$ cat src/rtl/climate_predictor_mc_pkg.sv
// Shared types for the multi-channel climate predictor: condition codes and FSM states.
package climate_pkg;

    localparam int COND_W = 3;

    typedef enum logic [COND_W-1:0] {
        NONE       = 3'd0,
        STORM      = 3'd1,
        HOT_CLEAR  = 3'd2,
        COLD_CLEAR = 3'd3,
        HOT        = 3'd4,
        COLD       = 3'd5,
        MILD       = 3'd6,
        ERR        = 3'd7
    } cond_e;

    typedef enum logic [1:0] {
        IDLE,
        UPDATE,
        CLASSIFY,
        OUTPUT
    } state_e;

endpackage

$ cat src/rtl/climate_predictor_mc_if.sv
// Sample-in / result-out handshake bundle for the climate predictor, plus the flush control.
interface climate_predictor_mc_if
    import climate_pkg::*;
#(
    parameter int DATA_W = 32,
    parameter int CH_W   = 2
);
    logic                     flush;
    logic                     in_valid;
    logic                     in_ready;
    logic [CH_W-1:0]          in_ch;
    logic signed [DATA_W-1:0] temperature;
    logic [DATA_W-1:0]        pressure;
    logic                     out_valid;
    logic                     out_ready;
    logic [CH_W-1:0]          out_ch;
    logic [COND_W-1:0]        climate_condition;
    logic signed [DATA_W-1:0] avg_temperature;
    logic [DATA_W-1:0]        avg_pressure;
    logic                     done;

    modport master (
        output flush, in_valid, in_ch, temperature, pressure, out_ready,
        input  in_ready, out_valid, out_ch, climate_condition,
               avg_temperature, avg_pressure, done
    );

    modport slave (
        input  flush, in_valid, in_ch, temperature, pressure, out_ready,
        output in_ready, out_valid, out_ch, climate_condition,
               avg_temperature, avg_pressure, done
    );
endinterface

$ cat src/rtl/climate_predictor_mc_window.sv
// One channel's sliding window: ring buffer of the last WIN samples with running sums.
module climate_window #(
    parameter int DATA_W = 32,
    parameter int WIN    = 8,
    parameter int LW     = $clog2(WIN),
    parameter int SUM_W  = DATA_W + LW
) (
    input  logic                     clk,
    input  logic                     rst,
    input  logic                     clr,
    input  logic                     upd,
    input  logic signed [DATA_W-1:0] t_in,
    input  logic [DATA_W-1:0]        p_in,
    output logic signed [SUM_W-1:0]  sum_t,
    output logic [SUM_W-1:0]         sum_p,
    output logic                     full
);
    logic signed [DATA_W-1:0] buf_t [WIN];
    logic [DATA_W-1:0]        buf_p [WIN];
    logic [LW-1:0]            wr_ptr;
    logic [LW:0]              fill;

    always_ff @(posedge clk) begin
        if (rst || clr) begin
            for (int i = 0; i < WIN; i++) begin
                buf_t[i] <= '0;
                buf_p[i] <= '0;
            end
            sum_t  <= '0;
            sum_p  <= '0;
            wr_ptr <= '0;
            fill   <= '0;
        end else if (upd) begin
            // Replace the oldest entry; the sums track add-new / drop-old so no re-summing is needed
            buf_t[wr_ptr] <= t_in;
            buf_p[wr_ptr] <= p_in;
            sum_t  <= sum_t + SUM_W'(t_in) - SUM_W'(buf_t[wr_ptr]);
            sum_p  <= sum_p + SUM_W'(p_in) - SUM_W'(buf_p[wr_ptr]);
            wr_ptr <= wr_ptr + 1'b1;
            if (fill != (LW+1)'(WIN))
                fill <= fill + 1'b1;
        end
    end

    assign full = (fill == (LW+1)'(WIN));
endmodule

$ cat src/rtl/climate_predictor_mc.sv
// Multi-channel climate predictor: per-channel windowed averages classified into a condition code.
module climate_predictor_mc
    import climate_pkg::*;
#(
    parameter int                       NUM_CH = 4,
    parameter int                       DATA_W = 32,
    parameter int                       WIN    = 8,
    parameter logic signed [DATA_W-1:0] T_HOT  = 30,
    parameter logic signed [DATA_W-1:0] T_COLD = 5,
    parameter logic [DATA_W-1:0]        P_LOW  = 980,
    parameter logic [DATA_W-1:0]        P_HIGH = 1020
) (
    input logic             clk,
    input logic             rst,
    climate_predictor_mc_if.slave bus
);
    localparam int CH_W  = (NUM_CH > 1) ? $clog2(NUM_CH) : 1;
    localparam int LW    = $clog2(WIN);
    localparam int SUM_W = DATA_W + LW;

    function automatic cond_e classify(input logic ok, input logic full,
                                       input logic signed [DATA_W-1:0] at,
                                       input logic [DATA_W-1:0] ap);
        if (!ok)                        return ERR;
        else if (!full)                 return NONE;
        else if (ap < P_LOW)            return STORM;
        else if (at > T_HOT && ap > P_HIGH)  return HOT_CLEAR;
        else if (at < T_COLD && ap > P_HIGH) return COLD_CLEAR;
        else if (at > T_HOT)            return HOT;
        else if (at < T_COLD)           return COLD;
        else                            return MILD;
    endfunction

    state_e                   state, state_nx;
    logic                     ready_q;
    logic [CH_W-1:0]          ch_q;
    logic signed [DATA_W-1:0] t_q;
    logic [DATA_W-1:0]        p_q;
    logic                     accept, ch_ok;
    logic [NUM_CH-1:0]        upd, full;
    logic signed [SUM_W-1:0]  sum_t [NUM_CH];
    logic [SUM_W-1:0]         sum_p [NUM_CH];
    logic signed [SUM_W-1:0]  sel_t;
    logic [SUM_W-1:0]         sel_p;
    logic                     sel_full;
    logic signed [DATA_W-1:0] avg_t_nx;
    logic [DATA_W-1:0]        avg_p_nx;
    logic [CH_W-1:0]          out_ch_q;
    logic [COND_W-1:0]        cond_q;
    logic signed [DATA_W-1:0] avg_t_q;
    logic [DATA_W-1:0]        avg_p_q;

    assign accept = bus.in_valid & bus.in_ready;
    assign ch_ok  = int'(ch_q) < NUM_CH;

    for (genvar c = 0; c < NUM_CH; c++) begin : g_win
        assign upd[c] = (state == UPDATE) && ch_ok && (int'(ch_q) == c);
        climate_window #(.DATA_W(DATA_W), .WIN(WIN)) u_win (
            .clk   (clk),
            .rst   (rst),
            .clr   (bus.flush),
            .upd   (upd[c]),
            .t_in  (t_q),
            .p_in  (p_q),
            .sum_t (sum_t[c]),
            .sum_p (sum_p[c]),
            .full  (full[c])
        );
    end

    // Channel select by compare rather than index so an out-of-range id reads as zero
    always_comb begin
        sel_t    = '0;
        sel_p    = '0;
        sel_full = 1'b0;
        for (int i = 0; i < NUM_CH; i++) begin
            if (int'(ch_q) == i) begin
                sel_t    = sum_t[i];
                sel_p    = sum_p[i];
                sel_full = full[i];
            end
        end
        avg_t_nx = DATA_W'(sel_t >>> LW);
        avg_p_nx = DATA_W'(sel_p >> LW);
    end

    always_comb begin
        state_nx = state;
        case (state)
            IDLE:     if (accept) state_nx = UPDATE;
            UPDATE:   state_nx = CLASSIFY;
            CLASSIFY: state_nx = OUTPUT;
            OUTPUT:   if (bus.out_ready) state_nx = IDLE;
            default:  state_nx = IDLE;
        endcase
        if (bus.flush)
            state_nx = IDLE;
    end

    always_ff @(posedge clk) begin
        if (rst) begin
            state    <= IDLE;
            ready_q  <= 1'b0;
            out_ch_q <= '0;
            cond_q   <= '0;
            avg_t_q  <= '0;
            avg_p_q  <= '0;
        end else begin
            state   <= state_nx;
            ready_q <= (state_nx == IDLE);
            if (state == CLASSIFY && !bus.flush) begin
                out_ch_q <= ch_q;
                cond_q   <= classify(ch_ok, sel_full, avg_t_nx, avg_p_nx);
                avg_t_q  <= ch_ok ? avg_t_nx : '0;
                avg_p_q  <= ch_ok ? avg_p_nx : '0;
            end
        end
    end

    always_ff @(posedge clk) begin
        if (accept) begin
            ch_q <= bus.in_ch;
            t_q  <= bus.temperature;
            p_q  <= bus.pressure;
        end
    end

    assign bus.in_ready          = ready_q & ~bus.flush;
    assign bus.out_valid         = (state == OUTPUT);
    assign bus.done              = (state == OUTPUT) & bus.out_ready & ~bus.flush;
    assign bus.out_ch            = out_ch_q;
    assign bus.climate_condition = cond_q;
    assign bus.avg_temperature   = avg_t_q;
    assign bus.avg_pressure      = avg_p_q;
endmodule

$ cat src/flat_wrapper.sv
// flat-port wrapper written by rule: the top's interface ports become plain ports
module climate_predictor_mc_flat import climate_pkg::*;
#(
    parameter int                       NUM_CH = 4,
    parameter int                       DATA_W = 32,
    parameter int                       WIN    = 8,
    parameter logic signed [DATA_W-1:0] T_HOT  = 30,
    parameter logic signed [DATA_W-1:0] T_COLD = 5,
    parameter logic [DATA_W-1:0]        P_LOW  = 980,
    parameter logic [DATA_W-1:0]        P_HIGH = 1020
)
  (clk, rst, bus_flush, bus_in_valid, bus_in_ch, bus_temperature, bus_pressure, bus_out_ready, bus_in_ready, bus_out_valid, bus_out_ch, bus_climate_condition, bus_avg_temperature, bus_avg_pressure, bus_done);
  climate_predictor_mc_if #(.DATA_W(DATA_W), .CH_W(2)) bus_i ();
  input logic clk;
  input logic rst;
  input wire logic [$bits(bus_i.flush)-1:0] bus_flush;
  input wire logic [$bits(bus_i.in_valid)-1:0] bus_in_valid;
  input wire logic [$bits(bus_i.in_ch)-1:0] bus_in_ch;
  input wire logic [$bits(bus_i.temperature)-1:0] bus_temperature;
  input wire logic [$bits(bus_i.pressure)-1:0] bus_pressure;
  input wire logic [$bits(bus_i.out_ready)-1:0] bus_out_ready;
  output wire logic [$bits(bus_i.in_ready)-1:0] bus_in_ready;
  output wire logic [$bits(bus_i.out_valid)-1:0] bus_out_valid;
  output wire logic [$bits(bus_i.out_ch)-1:0] bus_out_ch;
  output wire logic [$bits(bus_i.climate_condition)-1:0] bus_climate_condition;
  output wire logic [$bits(bus_i.avg_temperature)-1:0] bus_avg_temperature;
  output wire logic [$bits(bus_i.avg_pressure)-1:0] bus_avg_pressure;
  output wire logic [$bits(bus_i.done)-1:0] bus_done;
  assign bus_i.flush = bus_flush;
  assign bus_i.in_valid = bus_in_valid;
  assign bus_i.in_ch = bus_in_ch;
  assign bus_i.temperature = bus_temperature;
  assign bus_i.pressure = bus_pressure;
  assign bus_i.out_ready = bus_out_ready;
  assign bus_in_ready = bus_i.in_ready;
  assign bus_out_valid = bus_i.out_valid;
  assign bus_out_ch = bus_i.out_ch;
  assign bus_climate_condition = bus_i.climate_condition;
  assign bus_avg_temperature = bus_i.avg_temperature;
  assign bus_avg_pressure = bus_i.avg_pressure;
  assign bus_done = bus_i.done;
  climate_predictor_mc #(.NUM_CH(NUM_CH), .DATA_W(DATA_W), .WIN(WIN), .T_HOT(T_HOT), .T_COLD(T_COLD), .P_LOW(P_LOW), .P_HIGH(P_HIGH)) u_core (.clk(clk), .rst(rst), .bus(bus_i));
endmodule
$ cat config.mk
export PLATFORM = sky130hd
export DESIGN_NAME = climate_predictor_mc_flat
export DESIGN_NICKNAME = d
export VERILOG_FILES = /design/src/rtl/climate_predictor_mc_pkg.sv /design/src/rtl/climate_predictor_mc_if.sv /design/src/rtl/climate_predictor_mc_window.sv /design/src/rtl/climate_predictor_mc.sv /design/src/flat_wrapper.sv
export SDC_FILE = /design/constraint.sdc
export NUM_CORES = 2
export LEC_CHECK = 0
export ABC_AREA = 1
export CAP_MARGIN = 0
export CORE_MARGIN = 8
export CORE_UTILIZATION = 40
export DETAILED_ROUTE_END_ITERATION = 8
export SLEW_MARGIN = 20
export SYNTH_ARGS = -nofsm -noshare
export SYNTH_HDL_FRONTEND = slang
export SYNTH_SLANG_ARGS = --single-unit
$ cat constraint.sdc
create_clock -name clk -period 3.4 [get_ports clk]
set_input_delay 0.51 -clock clk [delete_from_list [all_inputs] [get_ports clk]]
set_output_delay 0.51 -clock clk [all_outputs]
set_load 0.005 [all_outputs]
==> run_results.csv <==
group,metric,value,unit
outcome,run_status,"finished with violations",
outcome,violated_checks,"negative setup slack",
clocking,cts_tree,"built",
cells_and_area,post-route-util,51.3,%
detailed_routing,route.detailed.vias_per_inst,5.41,
detailed_routing,firstDrtPassIters,6,
clocking,clock_tree.buffer_depth,4,
global_route,grt_antenna_before_repair,17,
detailed_routing,drc_errors,0,
detailed_routing,via_count,111344,
place,place.port_buffers,142,
setup_path,worst-path-max-fanout,6,
power,irDropWorstVdd,0.000354,V
synthesis,synth.net_count,15128,
timing,layout_worst_path_cycle_share,112,%
timing,timing.fmax,262,MHz
hold_path,worst_hold_path_type,"input pin to register",
floorplan,die_h,587,microns
timing,max_slew_margin,23.2,%
floorplan,pin_count,143,
synthesis,synth-async-reset-ratio,0,%
place,routabilityCongestion,0.977,
synthesis,ys.flop_type,"sky130_fd_sc_hd__edfxtp_1",
timing,setup_ws,-0.424,ns
timing,report.final.slew_viol_count,0,
synthesis,synth.avg_cell_area,8.99,sq um
place,dpl.hpwl,327000,microns
detailed_routing,detail-route-antenna-nets,0,
job,maxCapViolCount,0,
global_route,grt_pass1_vias,107226,
timing,setup_viol,213,
synthesis,post_synthesis_cell_area,130000,sq um
setup_path,crit_type,"register to register",
clocking,library_cell_used_as_clock_root_buffer,"sky130_fd_sc_hd__clkbuf_16",
power,cellPowerDensity,451,nW/um^2
global_route,aggregate_global_routing_overflow,0,
synthesis,number_of_enable_flip_flop_cells_after_synthesis,2114,
detailed_routing,avgRoutedWirePerCell,23.8,microns
clocking,clk_pin_slew,0.06,ns
timing,period_minus_slack,3.82,ns
setup_path,worst_endpoint_required_time,4.20,ns
detailed_routing,drtIter0Drc,12203,
clocking,cts_hold_fix_bufs,0,
setup_path,timing.critical_path.buf_inv,8,
setup_path,critical-path-top-delay-family,"compound AO/OA/AOI/OAI gates",
cells_and_area,syn_to_final_growth,27.5,%
setup_path,reg2reg_setup_slack,-0.42,ns
setup_path,slowest_stage,"sky130_fd_sc_hd__fa_1",
synthesis,synthesis.yosys.warnings,0,
synthesis,post_synth_inst_count,14501,
timing,final.setup_skew,0.0808,ns
timing,finalHoldViolations,0,
global_route,grt_util_all_layers,27.2,%
synthesis,ys_seq_area_share,54.7,%
clocking,number_of_h_tree_levels,5,
clocking,clkSinkCount,2506,
floorplan,std_cell_rows,209,
power,power_leakage,72.3,nW
global_route,grt_max_degree,132,
cells_and_area,post_route_cells_drive_above_1_share,20.3,%
floorplan,core_area,324000,sq um
global_route,grt_first_pass_wirelength,705000,microns
synthesis,ys_types,49,
timing,hold_slack,0.117,ns
synthesis,synth_seq_cells,2506,
detailed_routing,finalWirelength,491000,microns
setup_path,critPathLaunchType,"register",
setup_path,crit_arrival,4.62,ns
clocking,tritoncts.num_buffers,288,
setup_path,timing.critical_path.cells,"buf_16 > buf_12 > buf_16 > o21ai_1 > o22ai_1 > nor2_1 > a31oi_1 > buf_4 > fa_1 > inv_1 > ha_1 > a21oi_1 > o21ai_1 > nor2_2 > o21ai_0 > buf_4 > nand2_1 > nand3_1 > a21oi_2 > inv_1 > nand2_1 > nand3_1 > nand2_1 > inv_1",
timing,slew_at_the_pin_closest_to_its_max_slew_limit,1.15,ns
clocking,worst_skew_pair.late_latency,0.95,ns
setup_path,slowest_delay,0.49,ns
setup_path,critical_path.endpoint_type,"register",
timing,grt_setup_unrepaired,"true",
floorplan,initial_core_util,40.2,%
floorplan,die-width,587,microns
floorplan,design.die.area,344000,sq um
cells_and_area,num-nets-final,16663,
per-stage QoR:
step,power (mW),instances,setup TNS [ns],instance area [sq um],worst slack (ns)
2_1_floorplan,39.1,14501,-101.72,131000,-0.127
3_3_place_gp,43.5,19978,-83.41,151000,-0.981
3_5_place_dp,43.6,19978,-88.21,151000,-0.981
4_1_cts,74.7,20545,-51.09,163000,-0.374
5_1_grt,77.1,20594,-96.30,166000,-0.605
6_report,74.9,20599,-52.03,166000,-0.424
registers in the layout, summed over array words and instances (netlist names), 3 cells and up, named ones only:
name and flops:
u_core.g_win.u_win.buf_t 1024, u_core.bus.avg_temperature 32, u_core.bus.climate_condition 3, u_core.g_win.u_win.sum_t 140, u_core.g_win.u_win.wr_ptr 12, u_core.p_q 32, u_core.g_win.u_win.sum_p 140, u_core.g_win.u_win.fill 16
u_core.g_win.u_win.buf_p 1024, u_core.t_q 32, u_core.bus.avg_pressure 32
path summary, 6_finish.rpt:
path | from | endpoint | cells after the start
hold reg to reg | u_core.bus.climate_condition[1] | u_core.bus.climate_condition[1] | 2
hold / removal | bus_pressure[31] | u_core.p_q[31] | 1
setup / recovery | register | u_core.g_win[0].u_win.sum_p[30] | 24
setup reg to reg | register | u_core.g_win[0].u_win.sum_p[30] | 24
power by group:
| part | internal (mW) | switching, mW | total [mW] |
|---|---|---|---|
| sequential | 34.2 | 0.288 | 34.5 |
| combinational | 3.98 | 5.37 | 9.35 |
| clock | 17.8 | 13.2 | 31.0 |
| total | 56.0 | 18.9 | 74.9 |
kinds of logic after synthesis:
group / after synthesis / synth area share, %
and+or+nand+nor: 5718 / 16.9
AOI/OAI and AO/OA: 3036 / 12.8
DFF: 2506 / 54.7
buffers and inverters: 2492 / 7.34
adders and majority gates: 556 / 6.86
xor gates and xnor gates: 193 / 1.30
cell usage after synthesis, types with 42 or more instances:
cell type | instances | area (sq um)
sky130_fd_sc_hd__dfxtp_1 | 392 | 7850
sky130_fd_sc_hd__a21oi_1 | 633 | 3170
sky130_fd_sc_hd__a21o_1 | 67 | 503
sky130_fd_sc_hd__ha_1 | 292 | 3650
sky130_fd_sc_hd__a31oi_1 | 278 | 1740
sky130_fd_sc_hd__o21ai_0 | 1544 | 7730
sky130_fd_sc_hd__nand2_1 | 1081 | 4060
sky130_fd_sc_hd__xor2_1 | 133 | 1160
sky130_fd_sc_hd__o21bai_1 | 80 | 601
sky130_fd_sc_hd__nand3_1 | 267 | 1340
sky130_fd_sc_hd__buf_2 | 119 | 596
sky130_fd_sc_hd__nor2_1 | 4248 | 15900
sky130_fd_sc_hd__clkbuf_1 | 787 | 2950
sky130_fd_sc_hd__edfxtp_1 | 2114 | 63500
sky130_fd_sc_hd__o221ai_1 | 42 | 368
sky130_fd_sc_hd__inv_1 | 1505 | 5650
sky130_fd_sc_hd__buf_1 | 54 | 203
sky130_fd_sc_hd__fa_1 | 264 | 5290
sky130_fd_sc_hd__nor3_1 | 53 | 265
sky130_fd_sc_hd__xnor2_1 | 60 | 526
sky130_fd_sc_hd__o22ai_1 | 265 | 1660
area by class of cell:
cell class                      count  area (sq um)
Antenna cell                        7          17.5
Clock buffer                      392          8020
Clock inverter                    129          1250
Fill cell                       29521        158000
Inverter                         1519          5780
Multi-Input combinational cell   9503         53300
Sequential cell                  2506         71400
Tap cell                         4325          5410
Timing Repair Buffer             2218         21000
per-layer routing:
metal / wire length (microns) / GRT usage (%) / vias up
met4: 26200 / 12.4 / 6
met2: 224000 / 43.9 / 4963
met1: 197000 / 35.4 / 54063
met3: 44700 / 5.23 / 1011
li1: - / - / 51301
met5: 46 / 0 / -
layout by cell type (no fill, tap or decap), drive strengths merged, types with 265 or more instances in the layout:
cell type / netlist / routed
nor2: 4255 / 4255
edfxtp: 2114 / 2114
buf: 186 / 2045
o21ai: 1569 / 1569
inv: 1516 / 1525
nand2: 1083 / 1083
a21oi: 633 / 633
clkbuf: 787 / 408
dfxtp: 392 / 392
ha: 292 / 292
a31oi: 278 / 278
nand3: 267 / 267
o22ai: 265 / 265
repair_timing:
| item | in CTS | in global routing |
|---|---|---|
| setup endpoints to repair | 221 | 236 |
| gates resized for setup | 456 | 565 |
| setup buffers | 26 | 32 |
| pin swaps | 74 | 138 |
| cloned | 20 | 16 |
(Power assumes the default switching activity.)
